<file path="src/rtl/jpeg_bitstream_reader.sv">
// rtl/jpeg_bitstream_reader.sv - JPEG entropy bitstream reader with byte unstuffing and marker detection
module jpeg_bitstream_reader (
    input  logic        clock,
    input  logic        reset,
    input  logic [7:0]  byte_in,
    input  logic        byte_valid,
    output logic        byte_ready,
    output logic [15:0] peek_bits,
    output logic [5:0]  bits_avail,
    input  logic        consume_en,
    input  logic [4:0]  consume_len,
    input  logic        marker_clear,
    output logic        marker_found,
    output logic [7:0]  marker_code,
    output logic        underflow
);

    typedef enum logic [1:0] {RUN, FF_SEEN, MARKER} state_t;

    state_t      state, state_n;
    logic [31:0] bit_buf, bit_buf_n, shifted;
    logic [5:0]  count, count_n, remain;
    logic        found_n, uf_n, append, accept, len_ok, clear;
    logic [7:0]  code_n, append_byte;

    assign byte_ready = (count <= 6'd24) && (state != MARKER) && !reset;
    assign accept     = byte_valid && byte_ready;
    assign len_ok     = ({1'b0, consume_len} <= count) && (consume_len <= 5'd16);
    assign clear      = marker_clear && (state == MARKER);
    assign peek_bits  = bit_buf[31:16];
    assign bits_avail = count;

    always_comb begin
        state_n     = state;
        bit_buf_n   = bit_buf;
        count_n     = count;
        found_n     = marker_found;
        code_n      = marker_code;
        uf_n        = underflow;
        shifted     = bit_buf;
        remain      = count;
        append      = 1'b0;
        append_byte = byte_in;
        if (clear) begin
            // Acknowledging a marker flushes the buffer and overrides any consume.
            state_n   = RUN;
            bit_buf_n = 32'h0;
            count_n   = 6'd0;
            found_n   = 1'b0;
        end else begin
            if (consume_en) begin
                if (len_ok) begin
                    shifted = bit_buf << consume_len;
                    remain  = count - {1'b0, consume_len};
                end else begin
                    uf_n = 1'b1;
                end
            end
            if (accept) begin
                unique case (state)
                    RUN: begin
                        if (byte_in == 8'hFF) state_n = FF_SEEN;
                        else                  append  = 1'b1;
                    end
                    FF_SEEN: begin
                        if (byte_in == 8'h00) begin
                            append      = 1'b1;
                            append_byte = 8'hFF;
                            state_n     = RUN;
                        end else if (byte_in != 8'hFF) begin
                            code_n  = byte_in;
                            found_n = 1'b1;
                            state_n = MARKER;
                        end
                    end
                    default: ;
                endcase
            end
            // New byte lands directly after the bits left over from any shift.
            bit_buf_n = append ? (shifted | ({append_byte, 24'h0} >> remain)) : shifted;
            count_n   = append ? (remain + 6'd8) : remain;
        end
    end

    always_ff @(posedge clock) begin
        if (reset) begin
            state        <= RUN;
            bit_buf      <= 32'h0;
            count        <= 6'd0;
            marker_found <= 1'b0;
            marker_code  <= 8'h00;
            underflow    <= 1'b0;
        end else begin
            state        <= state_n;
            bit_buf      <= bit_buf_n;
            count        <= count_n;
            marker_found <= found_n;
            marker_code  <= code_n;
            underflow    <= uf_n;
        end
    end

endmodule

</file>
<file path="config.mk">
export PLATFORM = sky130hd
export DESIGN_NAME = jpeg_bitstream_reader
export DESIGN_NICKNAME = d
export VERILOG_FILES = /design/src/rtl/jpeg_bitstream_reader.sv
export SDC_FILE = /design/constraint.sdc
export NUM_CORES = 1
export LEC_CHECK = 0
export ABC_AREA = 1
export BUFFER_PORTS_ARGS = -buffer_cell sky130_fd_sc_hd__buf_2
export CORE_MARGIN = 2
export CORE_UTILIZATION = 60
export DETAILED_ROUTE_END_ITERATION = 16
export HOLD_SLACK_MARGIN = 0.05
export PLACE_DENSITY = 0.8
export SYNTH_ARGS = -nofsm -noshare
export SYNTH_HDL_FRONTEND = slang
export SYNTH_SLANG_ARGS = --single-unit
</file>
<file path="constraint.sdc">
create_clock -name clock -period 3.3 [get_ports clock]
set_clock_uncertainty 0.15 [all_clocks]
set_input_delay 0.33 -clock clock [delete_from_list [all_inputs] [get_ports clock]]
set_output_delay 0.33 -clock clock [all_outputs]
set_load 0.01 [all_outputs]
</file>
# --- Yosys cells after proc, flatten, opt, wreduce, memory -nomap -nowiden ---
# Index checks and enable logic that the tools add are counted.
# W data, S select, Z words.
word_totals:
  regBits: 50
  inputBits: 18
  output_inout_bits: 33
  wordCells: 59
classes:
  add_sub_neg: 2
  magnitude_cmp: 3
  n_eq_ne: 7
  shifts: 2
  muxes: 21
  bitwise_logic: 4
  n_reduce_logical: 14
ops:
  columns: ["cell", "n"]
  rows:
  - ["$mux W32", 4]
  - ["$mux W8", 4]
  - ["$or A32 B32 Y32", 1]
  - ["$shl A32 B5 Y32", 1]
  - ["$shr A32 B6 Y32", 1]
  - ["$mux W6", 4]
  - ["$eq A8 B8 Y1 const B", 1]
  - ["$logic_not A8 Y1", 1]
  - ["$ne A8 B8 Y1 const B", 1]
  - ["$reduce_and A4 Y1", 2]
  - ["$add A6 B4 Y6 const B", 1]
  - ["$le A5 B6 Y1", 1]
  - ["$le A6 B5 Y1 const B", 1]
  - ["$mux W2", 3]
  - ["$sub A6 B5 Y6", 1]
  - ["$le A5 B5 Y1 const B", 1]
  - ["$logic_and A1 B1 Y1", 5]
  - ["$reduce_and A5 Y1", 1]
  - ["$mux W1", 4]
  - ["$ne A2 B2 Y1 const B", 2]
  - ["$pmux W2 S2", 1]
  - ["$ne A3 B3 Y1 const B", 1]
  - ["$not A1 Y1", 3]
  - ["$reduce_and A3 Y1", 1]
  - ["7 further kinds", 7]

# --- Logic depth before layout (Yosys ltp) ---
logic_depth:
  ltp_word: 9
  ltp_mapped: 21

# --- Least setup slack after synthesis ---
# OpenSTA, ideal clock, no wires.
synth_timing:
  kind: "input port to flip-flop"
  from: "input consume_len[2]"
  to: "register count[4] (netlist: bits_avail[4])"
  setup_time_ps: 116
  arrival_time_ps: 2698
  setup_slack_ps: 336
  path_stages: 17
  cell_sequence: "inv_1 -> clkbuf_1 -> clkbuf_1 -> ha_1 -> nand2_1 -> inv_1 -> nand3_2 -> nand3_2 -> nand3_2 -> buf_6 -> nand2_1 -> nand2_2 -> inv_1 -> buf_2 -> ha_1 -> o211ai_1 -> inv_1"
synth_via:
  elab_chain_len: 7
  elab_cells_between_ends: 9
  classes_between: "add/sub: 2; order compare: 2; mux: 4; reduce/logical: 1"
synth_rtl:
  columns: ["element", "line_no", "text"]
  rows:
  - ["start, declared", "11", "input logic [4:0] consume_len,"]
  - ["$le A5 B6 Y1 or $le A5 B5 Y1 (tied branches)", "28", "assign len_ok = ({1'b0, consume_len} <= count) && (consume_len <= 5'd16);"]
  - ["$logic_and A1 B1 Y1", "28", null]
  - ["$mux W6 *", "52", "if (len_ok) begin"]
  - ["$mux W6 *", "51", "if (consume_en) begin"]
  - ["$mux W6 *", "44", "if (clear) begin"]
  - ["$add A6 B4 Y6", "81", "count_n = append ? (remain + 6'd8) : remain;"]
  - ["$mux W6 *", "81", null]
  - ["end signal, assigned", "96", "count <= count_n;"]
  - ["end, declared", "22", "logic [5:0] count, count_n, remain;"]
# Every way passes the cells marked *; elsewhere a longest branch is shown, timed or not. The select of a mux whose other input is x is not followed.
# A chain may end at the register's enable or synchronous reset.

# --- Worst setup path after layout ---
layout_timing:
  from: "register count[0] (netlist: bits_avail[0])"
  to: "register bit_buf[24]"
layout_via:
  elab_chain_len: 9
  elab_cells_between_ends: 20
  classes_between: "add/sub: 1; order compare: 2; shift: 1; mux: 11; bitwise: 1; reduce/logical: 4"
layout_rtl:
  columns: ["element", "line_no", "text"]
  rows:
  - ["$le A6 B5 Y1", "26", "assign byte_ready = (count <= 6'd24) && (state != MARKER) && !reset;"]
  - ["$logic_and A1 B1 Y1 (2 in series)", "26", null]
  - ["$logic_and A1 B1 Y1", "27", "assign accept = byte_valid && byte_ready;"]
  - ["$mux W8", "59", "if (accept) begin"]
  - ["$mux W8", "44", null]
  - ["$shr A32 B6 Y32", "80", "bit_buf_n = append ? (shifted | ({append_byte, 24'h0} >> remain)) : shifted;"]
  - ["$or A32 B32 Y32", "80", null]
  - ["$mux W32 *", "80", null]
  - ["end signal, assigned", "95", "bit_buf <= bit_buf_n;"]
  - ["end, declared", "21", "logic [31:0] bit_buf, bit_buf_n, shifted;"]
# Marked as above.

==> out/results.ini <==
[cts]
cts.path.max_buffers=2
clock_latency_ns=0.31
cts-root-buf=clkbuf_8
path_clk_slew_ns=0.10
cts_tree=done
cts_sinks=50
cts-buffers-inserted=5
htree_num_levels=2

[worst_setup_path]
rrSetupSlack_ns=0.21
crit_arrival_ns=3.16
crit_path_max_fanout=9
end_kind=register
criticalPathCategory=reg2reg
startpoint_type=register
cp.required_ns=3.38
r2r_cells=17

[global_routing]
grt_pass1_wl_mm=23.8
grt-ovfl-total=0
grt.total_usage_pct=34.7
grt_max_degree=43
antenna_found_initial=0
grt_pass1_vias=4832

[yosys]
ys_seq_elements=50
syn-instance-count=807
netlist_area_sq_um=4740
ys.flop_type=dfxtp_1
synth_top_family_by_area=simple AND/OR/NAND/NOR gates
synth.distinct_cells=43
yosys_warnings=0
synth_edf_count=0
synth_nets=832
ys_seq_area_share_pct=21.1
yosys.area_share.simple_pct=40.3
synth_compound_area_share_pct=21.7
synth.area.mux_share_pct=1.27
synth-adder-area-share_pct=2.01
synth_area_per_cell_sq_um=5.87
async_reset_ff_share_pct=0
synth_xor_area_share_pct=0.554

[detailed_routing]
vias=5500
ant_nets=0
wl_met1_mm=6.10
routed.top_layer=met4
drt-vias-per-instance=5.94
post_drt_wl_per_cell_um=16.3
wl_met3_mm=1.28
routed_wl_mm=15.1
drt_iter0_drc=505
drc=0
met2_length_mm=7.05
firstDrtPassIters=5

[placed_design]
port_buffers=50
globalplace.congestion=1.01
place_ws_ns=0.0714
dp_hpwl_mm=11.7

[timing]
finalSetupTns_ns=0
setup_ws_ns=0.213
finalSetupViolations=0
relSlewSlack_pct=58.8
grt_setup_unrepaired=false
worst_slew_pin_slew_ns=0.612
slew_violations=0
period_minus_slack_ns=3.09
hold_violations=0
fmax_mhz=324
min_period_over_period_pct=93.5

[power_and_ir_drop]
p_leak_nw=2.29
peakVddDrop_uv=298
power_mw=1.96
p_per_area_nw_per_um2=387

[floorplan]
fp-row-count=32
dieWidth_um=92.9
die_y_um=92.9
ios=51
dieArea_sq_um=8630
core_sq_um=7690
start_util_pct=61.7

[status]
outcome=completed

[cells_and_area]
area_delta_synth_final_pct=6.94
antenna_cells=0
drive_gt1_share_pct=15.9
nets=848
nFillCells=756
final_common_cell=nand2_1
utilization_pct=66.0
layout_common_cells=nand2_1 (235), nand3_1 (79), o21ai_0 (77)

[run]
cap_violations=0

[hold_path]
worstHoldPathCells=3
hold_path_class=in2reg

[synth_stat cells (all sizes together), types with 2 or more instances]
cell type,count,area share (%)
o22ai,4,0.53
nand3,87,10
inv,66,5.2
buf,40,6.0
dfxtp,50,21
a31oi,8,1.1
o211ai,6,0.95
o21ai,90,10
clkbuf,23,1.8
nor3,6,0.74
a211oi,3,0.48
a22oi,8,1.3
xor2,2,0.37
nand2,248,21
a21oi,59,6.2
nor2,74,6.5
or2,3,0.40
ha,6,1.6
nand4,10,1.7
mux2i,6,1.3
[repair_timing]
action | CTS | global route
resized for setup | 0 | 10
setup buffers | 0 | 6
setup endpoints to repair | 0 | 34
hold endpoints to repair | 1 | 0
hold buffers | 1 | 0
[flip-flops by register name (all words and copies together) (netlist names)]
name / count
bit_buf: 32
marker_code: 8
bits_avail: 6
state: 2
marker_found: 1
underflow: 1
[layout make-up]
class                   count  area (sq um)  share of cell area (%)
multi-input cells         628          3130                    61.8
flip-flops and latches     50          1000                    19.8
repair buffers             72           434                    8.56
inverters                  66           259                    5.11
well taps                 102           128                    2.52
clock buffers               5          68.8                    1.36
clock inverters             3          43.8                   0.864
[cell families after synthesis]
logic type	count (synthesis)
AO/OA/AOI/OAI	183
XOR/XNOR	3
adder cells (fa/ha/maj)	7
buffers and inverters	129
flip-flops	50
multiplexers	6
AND/OR/NAND/NOR	429
[worst paths after layout]
| path | from | to |
|---|---|---|
| min | byte_in[6] | marker_code[6] |
| max reg2reg | bits_avail[0] | bit_buf[24] |
| min reg2reg | underflow | underflow |
| max | bits_avail[0] | bit_buf[24] |
[per-stage QoR]
stage               hold slack, ns  area (sq um)  cells
detailed placement           0.309          4860    911
floorplan                    0.252          4740    807
global placement             0.297          4860    911
global route                 0.164          5070    926
finish                       0.155          5070    926
CTS                          0.157          4980    920
[metal layers]
layer	vias to the layer above	GRT usage [%]
met5	-	0
met4	0	15.6
met3	65	4.15
met2	306	57.6
met1	2441	44.9
li1	2688	-
[power by group]
part | total [mW] | leakage (nW) | internal, mW | switching (mW)
sequential | 0.688 | 0.406 | 0.645 | 0.0430
clock | 0.453 | 0.0585 | 0.228 | 0.225
combinational | 0.822 | 1.83 | 0.275 | 0.547
total | 1.96 | 2.29 | 1.15 | 0.815
[worst max-delay path, cell delays in order, from the launching register on]
cell,delay (ns)
dfxtp_2,0.37
inv_2,0.10
ha_1,0.15
inv_1,0.06
fa_1,0.43
inv_1,0.08
nand2_1,0.06
nand3_2,0.06
nand3_2,0.12
nand3_4,0.19
buf_4,0.22
o21ai_4,0.11
buf_4,0.15
nand3_1,0.10
nand2_2,0.10
o21ai_2,0.22
nand3_1,0.14
a21oi_1,0.19
Power figures use the tool's default switching activity.
